$ cat src/rtl/arb_merge2_if.sv
// ============================================================================
// Module   : arb_merge2_if
// Brief    : Valid/ready bundle for the two arbiter inputs and the output reg.
// Revision : 1.0
// ============================================================================
`default_nettype none

interface arb_merge2_if #(
    parameter int W = 9
);
    logic         in0_valid;
    logic [W-1:0] in0_data;
    logic         in0_ready;
    logic         in1_valid;
    logic [W-1:0] in1_data;
    logic         in1_ready;
    logic         out_valid;
    logic [W-1:0] out_data;
    logic         out_sel;
    logic         out_ready;

    modport master (
        output in0_valid, in0_data, in1_valid, in1_data, out_ready,
        input  in0_ready, in1_ready, out_valid, out_data, out_sel
    );

    modport slave (
        input  in0_valid, in0_data, in1_valid, in1_data, out_ready,
        output in0_ready, in1_ready, out_valid, out_data, out_sel
    );
endinterface

`default_nettype wire

$ cat src/rtl/arb_merge2.sv
// ============================================================================
// Module   : arb_merge2
// Brief    : Two-input round-robin merge into a single output register.
// Revision : 1.0
// ============================================================================
`default_nettype none

module arb_merge2 #(
    parameter int W     = 9,
    parameter int CNT_W = 8
) (
    input  wire logic             CLK,
    input  wire logic             _RESET,
    arb_merge2_if.slave           bus,
    input  wire logic             clr_cnt,
    output logic      [CNT_W-1:0] cnt0,
    output logic      [CNT_W-1:0] cnt1,
    output logic                  prio
);

    typedef enum logic [0:0] {
        ST_EMPTY = 1'b0,
        ST_FULL  = 1'b1
    } state_t;

    localparam logic [CNT_W-1:0] c_cnt_one = CNT_W'(1);
    localparam logic [CNT_W-1:0] c_cnt_max = {CNT_W{1'b1}};

    state_t             state_q, state_d;
    logic   [W-1:0]     data_q, data_d;
    logic               sel_q, sel_d;
    logic               prio_q, prio_d;
    logic   [CNT_W-1:0] cnt0_q, cnt0_d;
    logic   [CNT_W-1:0] cnt1_q, cnt1_d;

    logic can_load;
    logic rdy0;
    logic rdy1;
    logic grant0;
    logic grant1;

    always_comb begin
        state_d = state_q;
        data_d  = data_q;
        sel_d   = sel_q;
        prio_d  = prio_q;
        cnt0_d  = cnt0_q;
        cnt1_d  = cnt1_q;

        // Each ready looks only at the other input's valid, so no input can
        // form a combinational loop through its own handshake.
        can_load = (state_q == ST_EMPTY) | bus.out_ready;
        rdy0     = can_load & (~prio_q | ~bus.in1_valid);
        rdy1     = can_load & ( prio_q | ~bus.in0_valid);
        grant0   = bus.in0_valid & rdy0;
        grant1   = bus.in1_valid & rdy1;

        case (state_q)
            ST_EMPTY: if (grant0 | grant1) state_d = ST_FULL;
            ST_FULL:  if (bus.out_ready & ~(grant0 | grant1)) state_d = ST_EMPTY;
            default:  state_d = ST_EMPTY;
        endcase

        if (grant0) begin
            data_d = bus.in0_data;
            sel_d  = 1'b0;
            prio_d = 1'b1;
        end else if (grant1) begin
            data_d = bus.in1_data;
            sel_d  = 1'b1;
            prio_d = 1'b0;
        end

        // Clear has priority over a same-cycle grant; counters saturate.
        if (clr_cnt) begin
            cnt0_d = '0;
            cnt1_d = '0;
        end else begin
            if (grant0 && cnt0_q != c_cnt_max) cnt0_d = cnt0_q + c_cnt_one;
            if (grant1 && cnt1_q != c_cnt_max) cnt1_d = cnt1_q + c_cnt_one;
        end
    end

    always_ff @(posedge CLK or negedge _RESET) begin
        if (!_RESET) begin
            state_q <= ST_EMPTY;
            data_q  <= '0;
            sel_q   <= 1'b0;
            prio_q  <= 1'b0;
            cnt0_q  <= '0;
            cnt1_q  <= '0;
        end else begin
            state_q <= state_d;
            data_q  <= data_d;
            sel_q   <= sel_d;
            prio_q  <= prio_d;
            cnt0_q  <= cnt0_d;
            cnt1_q  <= cnt1_d;
        end
    end

    assign bus.in0_ready = rdy0;
    assign bus.in1_ready = rdy1;
    assign bus.out_valid = (state_q == ST_FULL);
    assign bus.out_data  = data_q;
    assign bus.out_sel   = sel_q;
    assign cnt0          = cnt0_q;
    assign cnt1          = cnt1_q;
    assign prio          = prio_q;

endmodule

`default_nettype wire

$ cat src/flat_wrapper.sv
// flat-port wrapper written by rule: the top's interface ports become plain ports
module arb_merge2_flat 
#(
    parameter int W     = 9,
    parameter int CNT_W = 8
)
  (CLK, _RESET, clr_cnt, cnt0, cnt1, prio, bus_in0_valid, bus_in0_data, bus_in1_valid, bus_in1_data, bus_out_ready, bus_in0_ready, bus_in1_ready, bus_out_valid, bus_out_data, bus_out_sel);
  arb_merge2_if #(.W(W)) bus_i ();
  input  wire logic CLK;
  input  wire logic _RESET;
  input  wire logic clr_cnt;
  output logic      [CNT_W-1:0] cnt0;
  output logic      [CNT_W-1:0] cnt1;
  output logic prio;
  input wire logic [$bits(bus_i.in0_valid)-1:0] bus_in0_valid;
  input wire logic [$bits(bus_i.in0_data)-1:0] bus_in0_data;
  input wire logic [$bits(bus_i.in1_valid)-1:0] bus_in1_valid;
  input wire logic [$bits(bus_i.in1_data)-1:0] bus_in1_data;
  input wire logic [$bits(bus_i.out_ready)-1:0] bus_out_ready;
  output wire logic [$bits(bus_i.in0_ready)-1:0] bus_in0_ready;
  output wire logic [$bits(bus_i.in1_ready)-1:0] bus_in1_ready;
  output wire logic [$bits(bus_i.out_valid)-1:0] bus_out_valid;
  output wire logic [$bits(bus_i.out_data)-1:0] bus_out_data;
  output wire logic [$bits(bus_i.out_sel)-1:0] bus_out_sel;
  assign bus_i.in0_valid = bus_in0_valid;
  assign bus_i.in0_data = bus_in0_data;
  assign bus_i.in1_valid = bus_in1_valid;
  assign bus_i.in1_data = bus_in1_data;
  assign bus_i.out_ready = bus_out_ready;
  assign bus_in0_ready = bus_i.in0_ready;
  assign bus_in1_ready = bus_i.in1_ready;
  assign bus_out_valid = bus_i.out_valid;
  assign bus_out_data = bus_i.out_data;
  assign bus_out_sel = bus_i.out_sel;
  arb_merge2 #(.W(W), .CNT_W(CNT_W)) u_core (.CLK(CLK), ._RESET(_RESET), .bus(bus_i), .clr_cnt(clr_cnt), .cnt0(cnt0), .cnt1(cnt1), .prio(prio));
endmodule
$ cat config.mk
export PLATFORM = sky130hd
export DESIGN_NAME = arb_merge2_flat
export DESIGN_NICKNAME = d
export VERILOG_FILES = /design/src/rtl/arb_merge2_if.sv /design/src/rtl/arb_merge2.sv /design/src/flat_wrapper.sv
export SDC_FILE = /design/constraint.sdc
export NUM_CORES = 1
export LEC_CHECK = 0
export CORE_MARGIN = 1
export CORE_UTILIZATION = 44
export DETAILED_ROUTE_END_ITERATION = 12
export PLACE_DENSITY = 0.81
export SYNTH_ARGS = -nofsm -noshare
export SYNTH_HDL_FRONTEND = slang
export SYNTH_SLANG_ARGS = --single-unit
$ cat constraint.sdc
create_clock -name CLK -period 2.3 [get_ports CLK]
set_input_delay 0.575 -clock CLK [delete_from_list [all_inputs] [get_ports CLK]]
set_output_delay 0.575 -clock CLK [all_outputs]
set_load 0.05 [all_outputs]
==> impl_metrics.env, run 1 <==
export IMPL_dp_slack_ns=0.07965
export IMPL_clk_pin_slew_worst_paths_ns=0.15
export IMPL_dpl_hpwl_um=2677
export IMPL_rsz0062_at_grt="no"
export IMPL_ys_ff_latch=28
export IMPL_die_w_um=59.44
export IMPL_peakVddDrop_v=0.0004619
export IMPL_critPathKind="flop to output pin"
export IMPL_max_slew_worst_pin_slew_ns=0.5660
export IMPL_synth_most_common_cell="dfrtp_1"
export IMPL_timing_setup_tns_ns=0
export IMPL_via_per_inst=5.578
export IMPL_syn_nets=183
export IMPL_leakagePower_nw=0.8567
export IMPL_wire_per_inst_um=14.19
export IMPL_syn_area_mm2=0.001451
export IMPL_synth_enable_flop_cells=0
export IMPL_cp_cell_sequence="clkdlybuf4s50_1"
export IMPL_clk_insertion_delay_late_ns=0.33
export IMPL_critPathMaxFanout=8
export IMPL_min_path_type="flop to flop"
export IMPL_cap_violations=0
export IMPL_ys_types=32
export IMPL_dp_cells=252
export IMPL_synth_area_leaders="dfrtp_1 48%, nand2_1 6.2%, a21oi_1 4.8%"
export IMPL_drive_gt1_share_pct=8.491
export IMPL_cts_tree="built"
export IMPL_maxSlewViolCount=0
export IMPL_grt_pass1_vias=1371
export IMPL_ys_flop_type="dfrtp_1"
export IMPL_syn_inst=157
export IMPL_status="finished clean"
export IMPL_fp_coreArea_mm2=0.003103
export IMPL_nets=239
export IMPL_cts_buffer_depth=2
export IMPL_n_antenna_cell=0
export IMPL_regArea_um2=700.7
export IMPL_grt_pass1_wl_um=5996
export IMPL_portBuffers=53
export IMPL_numClockSinks=28
export IMPL_holdWs_ns=0.5050
export IMPL_powerDensity_mw_per_mm2=616.2
export IMPL_setup_ws_ns=0.05775
export IMPL_max_slew_margin_pct=62.12
export IMPL_num_vias=1428
export IMPL_dieArea_mm2=0.003533
export IMPL_route_detailed_drc=0
export IMPL_hold_viol=0
export IMPL_cp_start_kind="flop"
export IMPL_grt_max_degree=29
export IMPL_arrival_ns=1.67
export IMPL_worst_setup_path_end_kind="output pin"
export IMPL_fmax_mhz=446.0
export IMPL_syn_to_final_growth_pct=44.65
export IMPL_yosys_top_cells_count="28 x dfrtp_1, 24 x nand2_1, 14 x a21oi_1"
export IMPL_fin_cells=256
export IMPL_setup_violations=0
export IMPL_skew_ns=0.009040
export IMPL_htreeDepth=1
export IMPL_place_gp_congestion=0.8248
export IMPL_period_needed_ns=2.242
export IMPL_yosysWarnings=0
export IMPL_async_flop_share_pct=100.0
export IMPL_crit_family="buffers and inverters"
export IMPL_finalCritPeriodShare_pct=97.49
export IMPL_ant_nets=0
export IMPL_path_buf_inv=1
export IMPL_yosysSeqAreaShare_pct=48.28
export IMPL_drt_iter0_drc=93
export IMPL_yosys_area_top_type="dfrtp_1"
export IMPL_io_pins=54
export IMPL_cts_setup_buffers=0
export IMPL_cts_buffers_inserted=3
export IMPL_multi_input_area_um2=700.7
export IMPL_antenna_found_initial=0
export IMPL_max_stage_delay_ns=0.85
export IMPL_syn_area_per_cell_um2=9.245
export IMPL_ctsResizeCount=0
export IMPL_start_util_pct=46.77
export IMPL_root_buffer="clkbuf_4"
export IMPL_die_h_um=59.44
export IMPL_totalWireLength_um=3632
export IMPL_cts_hold_buf=0
export IMPL_crit_required_ns=1.73
export IMPL_grt_overflow=0
export IMPL_critPathSlowestCell="clkdlybuf4s50_1"
export IMPL_row_count=20
export IMPL_nFillCells=270
export IMPL_gr_usage_all_layers_pct=22.11
export IMPL_synth_top_area_share_pct=48.28
export IMPL_firstDrtPassIters=4
-- state kept, by name, indices dropped and copies added, names as in the netlist --
register / flops
u_core.bus.out_data: 9
u_core.cnt0: 8
u_core.cnt1: 8
u_core.bus.out_sel: 1
u_core.bus.out_valid: 1
u_core.prio: 1
-- routing by layer --
| metal | track usage (%) | wire length, um |
|---|---|---|
| met3 | 3.275 | 165 |
| met4 | 7.143 | 14 |
| met1 | 27.49 | 1574 |
| met2 | 39.00 | 1877 |
| met5 | 0 | 0 |
-- worst paths after layout --
path	start	slack, ns	end	cells after the start
worst min-delay path	u_core.bus.out_data[1]	0.51	u_core.bus.out_data[1]	2
min in group asynchronous	_RESET	0.60	u_core.bus.out_data[0]	2
worst min register to register	u_core.bus.out_data[1]	0.51	u_core.bus.out_data[1]	2
worst max register to register	u_core.cnt0[0]	0.51	u_core.cnt0[5]	5
worst max-delay path	u_core.cnt0[2]	0.06	cnt0[2]	1
max in group asynchronous	_RESET	1.43	u_core.cnt0[5]	2
-- through the flow --
step	total power, W	area (um2)	utilization, %
global route	0.001354	2100	67.66
CTS	0.001305	2100	67.66
floorplan	0.0008596	1451	-
global placement	0.001052	2063	66.49
detailed placement	0.001063	2063	66.49
finish	0.001294	2100	67.66
-- report_power, final --
group / leakage, nW / switching (W) / internal [W] / total (W)
clock: 0.0210 / 0.000144 / 0.0000969 / 0.000241
combinational: 0.474 / 0.000300 / 0.000180 / 0.000480
sequential: 0.361 / 0.0000343 / 0.000538 / 0.000573
-- cell families (layout without fill, tap and decap cells) --
kind of cell	count (synthesis)	in the layout	synth area share [%]
and+or+nand+nor	76	76	28.71
AOI/OAI and AO/OA	37	37	15.60
DFF	28	28	48.28
buffers and inverters	11	66	3.447
muxes	3	3	2.241
adders and majority gates	2	2	1.724
-- placed cells by master, fill, tap and decap left out --
cell | synthesis | final
nor2b_1 | 3 | 3
mux2i_1 | 1 | 1
o21ai_0 | 5 | 5
a41oi_1 | 1 | 1
a31oi_1 | 6 | 6
clkbuf_8 | 0 | 1
and2_1 | 1 | 1
a22oi_1 | 3 | 3
nand3_1 | 7 | 7
nor4b_1 | 1 | 1
nand3_2 | 1 | 1
nand2_1 | 24 | 24
clkdlybuf4s50_1 | 0 | 51
ha_1 | 2 | 2
a21oi_1 | 14 | 14
o41ai_1 | 2 | 2
inv_1 | 3 | 3
buf_4 | 2 | 6
or3_1 | 5 | 5
nor3_1 | 2 | 2
o31ai_1 | 6 | 6
buf_12 | 0 | 2
and3_1 | 5 | 5
nand3_4 | 1 | 1
or4_1 | 6 | 6
nor2_1 | 12 | 12
dfrtp_1 | 28 | 28
nand3b_1 | 2 | 2
nor4_1 | 1 | 1
mux2_2 | 2 | 2
nand4_1 | 3 | 3
clkbuf_4 | 0 | 3
nand2b_4 | 2 | 2
-- final cells by class --
cell class | count | share of cell area [%]
Clock buffer | 4 | 1.728
Timing Repair Buffer | 59 | 28.37
Sequential cell | 28 | 33.37
Tap cell | 44 | 2.622
Inverter | 3 | 0.5364
Multi-Input combinational cell | 118 | 33.37
No activity file was read; power rests on OpenSTA's default activity.
==> inputs of run 2 (changes only) <==
--- a/config.mk
+++ b/config.mk
@@ -9,6 +9,8 @@
 export CORE_UTILIZATION = 44
 export DETAILED_ROUTE_END_ITERATION = 12
 export PLACE_DENSITY = 0.81
+export REMOVE_ABC_BUFFERS = 1
 export SYNTH_ARGS = -nofsm -noshare
 export SYNTH_HDL_FRONTEND = slang
 export SYNTH_SLANG_ARGS = --single-unit
+export TNS_END_PERCENT = 1
==> run 2 against run 1 <==
Compared with the run above:
- die area is the same
- wire length grew 8.3%
- sequential cell count is the same
- worst hold slack lost 0.0075 ns
- worst setup slack gained 0.012 ns
- sequential power is essentially flat
- global-route usage grew 2.5 points
- cell count shrank 0.78%
- non-clock buffer count shrank 1
- largest cell class unchanged
- clock-buffer cell count shrank 1
- sequential share of layout area grew 0.30 points
- largest power group unchanged
- maximum frequency grew 0.55%
==> impl_metrics.env, run 2 (synthesized netlist as in run 1, its figures left out) <==
export IMPL_num_vias=1452
export IMPL_max_slew_worst_pin_slew_ns=0.5868
export IMPL_start_util_pct=46.77
export IMPL_finalCritPeriodShare_pct=96.96
export IMPL_critPathSlowestCell="clkdlybuf4s50_1"
export IMPL_path_buf_inv=1
export IMPL_critPathMaxFanout=6
export IMPL_cts_buffer_depth=2
export IMPL_peakVddDrop_v=0.0002964
export IMPL_timing_setup_tns_ns=0
export IMPL_cts_setup_buffers=0
export IMPL_root_buffer="clkbuf_4"
export IMPL_ant_nets=0
export IMPL_setup_violations=0
export IMPL_max_slew_margin_pct=60.73
export IMPL_worst_setup_path_end_kind="output pin"
export IMPL_numClockSinks=28
export IMPL_dpl_hpwl_um=2934
export IMPL_min_path_type="flop to flop"
export IMPL_totalWireLength_um=3933
export IMPL_cts_buffers_inserted=3
export IMPL_layout_common_cells="50 x clkdlybuf4s50_1, 28 x dfrtp_1, 24 x nand2_1"
export IMPL_maxSlewViolCount=0
export IMPL_cap_violations=0
export IMPL_dp_cells=251
export IMPL_fp_coreArea_mm2=0.003103
export IMPL_hold_viol=0
export IMPL_mostFrequentLayoutCell="clkdlybuf4s50_1"
export IMPL_htreeDepth=1
export IMPL_antenna_found_initial=0
export IMPL_grt_pass1_wl_um=6465
export IMPL_max_stage_delay_ns=0.85
export IMPL_drt_iter0_drc=62
export IMPL_rsz0062_at_grt="no"
export IMPL_io_pins=54
export IMPL_syn_to_final_growth_pct=43.36
export IMPL_leakagePower_nw=0.8639
export IMPL_n_antenna_cell=0
export IMPL_grt_max_degree=29
export IMPL_drive_gt1_share_pct=7.619
export IMPL_arrival_ns=1.65
export IMPL_cts_tree="built"
export IMPL_place_gp_congestion=0.8534
export IMPL_critPathKind="flop to output pin"
export IMPL_portBuffers=53
export IMPL_route_detailed_drc=0
export IMPL_fmax_mhz=448.4
export IMPL_cp_cell_sequence="clkdlybuf4s50_1"
export IMPL_clk_pin_slew_worst_paths_ns=0.14
export IMPL_nets=238
export IMPL_dieArea_mm2=0.003533
export IMPL_cts_hold_buf=0
export IMPL_die_h_um=59.44
export IMPL_p_switching_w=0.0004770
export IMPL_status="finished clean"
export IMPL_powerDensity_mw_per_mm2=603.5
export IMPL_die_w_um=59.44
export IMPL_skew_ns=0.007479
export IMPL_seq_power_share_pct=45.6
export IMPL_p_sw_share_pct=37.99
export IMPL_crit_required_ns=1.73
export IMPL_intPower_w=0.0007786
export IMPL_row_count=20
export IMPL_power_frac_comb_pct=38.2
export IMPL_clockPowerShare_pct=16.2
export IMPL_firstDrtPassIters=4
export IMPL_via_per_inst=5.717
export IMPL_crit_family="buffers and inverters"
export IMPL_grt_pass1_vias=1381
export IMPL_clk_insertion_delay_late_ns=0.33
export IMPL_gr_usage_all_layers_pct=24.63
export IMPL_fin_cells=254
export IMPL_cp_start_kind="flop"
export IMPL_wire_per_inst_um=15.48
export IMPL_grt_overflow=0
export IMPL_largest_reg_flops=9
export IMPL_period_needed_ns=2.230
run 2: cell types whose count changed in the layout (fill, tap and decap cells not counted):
cell,delta
clkbuf_8,-1
dlymetal6s2s_1,+1
buf_4,-1
clkdlybuf4s50_1,-1
run 2: final cells by class:
class | count | area [um2]
fillers | 280 | 1022
flip-flops and latches | 28 | 700.7
multi-input cells | 118 | 700.7
repair buffers | 58 | 590.6
well taps | 44 | 55.05
clock buffers | 3 | 22.52
inverters | 3 | 11.26
run 2: timing repair:
item / in CTS / in global routing
resized for setup: 0 / 1
setup endpoints to repair: 0 / 1
hold endpoints to repair: 0 / 0
run 2: path summary, 6_finish.rpt:
kind / start / endpoint / slack [ns] / cells after the start
worst max-delay path: u_core.cnt1[0] / cnt1[0] / 0.07 / 1
worst min-delay path: u_core.bus.out_data[0] / u_core.bus.out_data[0] / 0.50 / 2
worst max register to register: u_core.cnt1[0] / u_core.cnt1[1] / 0.50 / 5
worst min register to register: u_core.bus.out_data[0] / u_core.bus.out_data[0] / 0.50 / 2
max in group asynchronous: _RESET / u_core.cnt1[4] / 1.43 / 2
min in group asynchronous: _RESET / u_core.bus.out_sel / 0.60 / 2
run 2: layer usage:
layer	vias to the layer above	GRT usage [%]	part of all wire (%)
li1	682	-	-
met1	716	30.00	41
met2	50	44.78	53
met3	4	3.493	4.8
met4	0	7.143	1.1
met5	-	0	0
run 2: power by group through the flow:
stage                     clock, W  sequential (W)  combinational (W)
after floorplan                  0        0.000743           0.000107
after global placement           0        0.000578           0.000471
after detailed placement         0        0.000582           0.000480
after CTS                 0.000211        0.000572           0.000481
after global routing      0.000230        0.000577           0.000506
final                     0.000204        0.000573           0.000479
run 2: stage by stage:
stage	setup slack [ns]	area, um2	utilization, %	total power, W	hold WS [ns]
5_1_grt	0.01665	2081	67.06	0.001313	0.5384
6_report	0.07002	2081	67.06	0.001256	0.4976
3_5_place_dp	0.01073	2056	66.25	0.001063	0.4680
2_1_floorplan	0.1575	1413	-	0.0008500	0.2794
3_3_place_gp	0.08420	2056	66.25	0.001049	0.4656
4_1_cts	0.02364	2078	66.98	0.001265	0.4989
run 2: worst min-delay path: cells and delay by family (launching register included):
| family | cells | cell delay, ns |
|---|---|---|
| DFF | 1 | 0.37 |
| and+or+nand+nor | 2 | 0.11 |
==> inputs of run 3 (changes only) <==
--- a/config.mk
+++ b/config.mk
@@ -8,7 +8,7 @@
 export CORE_MARGIN = 1
 export CORE_UTILIZATION = 44
 export DETAILED_ROUTE_END_ITERATION = 12
-export PLACE_DENSITY = 0.81
+export PLACE_DENSITY = 0.8
 export REMOVE_ABC_BUFFERS = 1
 export SYNTH_ARGS = -nofsm -noshare
 export SYNTH_HDL_FRONTEND = slang
==> run 3 against run 2 <==
Compared with the run above:
- critical endpoint unchanged
- largest power group unchanged
- utilization increased by 1.3 points
- maximum frequency increased by 1.4%
- register-to-register slack about the same
- first-iteration DRC count increased by 13%
- combinational power about the same
- via count decreased by 5.1%
==> impl_metrics.env, run 3 (synthesized netlist as in run 1, its figures left out) <==
export IMPL_status="finished clean"
export IMPL_finish_utilization_pct=68.35
export IMPL_largest_reg_flops=9
export IMPL_maxSlewViolCount=0
export IMPL_drt_iter0_drc=70
export IMPL_dieArea_mm2=0.003533
export IMPL_cp_start_kind="flop"
export IMPL_cts_tree="built"
export IMPL_portBuffers=53
export IMPL_io_pins=54
export IMPL_via_per_inst=5.383
export IMPL_path_buf_inv=1
export IMPL_crit_required_ns=1.73
export IMPL_clk_pin_slew_worst_paths_ns=0.15
export IMPL_period_needed_ns=2.198
export IMPL_place_gp_congestion=0.7954
export IMPL_die_h_um=59.44
export IMPL_row_count=20
export IMPL_cp_cell_sequence="clkdlybuf4s50_1"
export IMPL_setup_ws_ns=0.1015
export IMPL_peakVddDrop_v=0.0003575
export IMPL_numClockSinks=28
export IMPL_dpl_hpwl_um=2684
export IMPL_max_stage_delay_ns=0.84
export IMPL_leakagePower_nw=0.9012
export IMPL_rsz0062_at_grt="no"
export IMPL_critPathKind="flop to output pin"
export IMPL_critPathMaxFanout=6
export IMPL_cts_hold_buf=0
export IMPL_grt_overflow=0
export IMPL_start_util_pct=46.77
export IMPL_cts_setup_buffers=0
export IMPL_grt_max_degree=29
export IMPL_wire_per_inst_um=13.96
export IMPL_hold_viol=0
export IMPL_n_antenna_cell=0
export IMPL_worst_setup_path_end_kind="output pin"
export IMPL_root_buffer="clkbuf_4"
export IMPL_nets=239
export IMPL_max_slew_margin_pct=60.11
export IMPL_firstDrtPassIters=4
export IMPL_die_w_um=59.44
export IMPL_min_path_type="flop to flop"
export IMPL_route_detailed_drc=0
export IMPL_grt_pass1_wl_um=5775
export IMPL_layout_common_cells="49 x clkdlybuf4s50_1, 28 x dfrtp_1, 24 x nand2_1"
export IMPL_arrival_ns=1.62
export IMPL_clk_insertion_delay_late_ns=0.32
export IMPL_fp_coreArea_mm2=0.003103
export IMPL_drive_gt1_share_pct=8.491
export IMPL_cts_buffer_depth=2
export IMPL_critPathSlowestCell="clkdlybuf4s50_1"
export IMPL_syn_to_final_growth_pct=46.12
export IMPL_dp_slack_ns=0.04976
export IMPL_antenna_found_initial=0
export IMPL_timing_setup_tns_ns=0
export IMPL_powerDensity_mw_per_mm2=645.0
export IMPL_htreeDepth=1
export IMPL_num_vias=1378
export IMPL_gr_usage_all_layers_pct=22.05
export IMPL_skew_ns=0.008243
export IMPL_grt_pass1_vias=1250
export IMPL_cts_buffers_inserted=3
export IMPL_ant_nets=0
export IMPL_fmax_mhz=454.9
export IMPL_cap_violations=0
export IMPL_finalCritPeriodShare_pct=95.59
export IMPL_mostFrequentLayoutCell="clkdlybuf4s50_1"
export IMPL_totalWireLength_um=3575
export IMPL_crit_family="buffers and inverters"
export IMPL_max_slew_worst_pin_slew_ns=0.5962
export IMPL_setup_violations=0
[run 3: layout make-up]
class / count / area (um2)
Clock buffer: 3 / 22.52
Clock inverter: 1 / 30.03
Timing Repair Buffer: 59 / 600.6
Inverter: 3 / 11.26
Tap cell: 44 / 55.05
Sequential cell: 28 / 700.7
Multi-Input combinational cell: 118 / 700.7
Fill cell: 274 / 982.2
[run 3: metal layers]
layer	vias up	global-route usage [%]	part of all wire, %	routed length, um
met3	2	3.057	4.6	166
li1	684	-	-	-
met4	0	7.143	0.53	19
met5	-	0	0	0
met1	656	27.79	43	1526
met2	36	38.68	52	1862
[run 3: timing repair]
| item | in CTS | in global routing |
|---|---|---|
| setup endpoints to repair | 0 | 2 |
| endpoints found under the hold margin | 0 | 0 |
| gates resized for setup | 0 | 2 |
[run 3: report_power, final]
group | switching (W) | leakage, nW | internal (W)
Sequential | 0.0000322 | 0.361 | 0.000538
Clock | 0.000143 | 0.0279 | 0.000176
Combinational | 0.000298 | 0.512 | 0.000180
[run 3: per-stage QoR]
step	hold slack (ns)	total power [W]	instances	cell area (um2)
after global routing	0.5441	0.001430	256	2121
after detailed placement	0.4623	0.001062	252	2063
after CTS	0.4965	0.001382	256	2116
final	0.4958	0.001368	256	2121
after floorplan	0.2794	0.0008500	149	1413
after global placement	0.4711	0.001051	252	2063
[run 3: final timing paths]
check	startpoint	endpoint	slack [ns]	depth (start not counted)
worst max register to register	u_core.cnt0[0]	u_core.cnt0[5]	0.50	5
min in group asynchronous	_RESET	u_core.cnt1[1]	0.60	2
worst min register to register	u_core.bus.out_data[0]	u_core.bus.out_data[0]	0.50	2
worst min-delay path	u_core.bus.out_data[0]	u_core.bus.out_data[0]	0.50	2
worst max-delay path	u_core.cnt1[0]	cnt1[0]	0.10	1
max in group asynchronous	_RESET	u_core.bus.out_data[6]	1.43	2
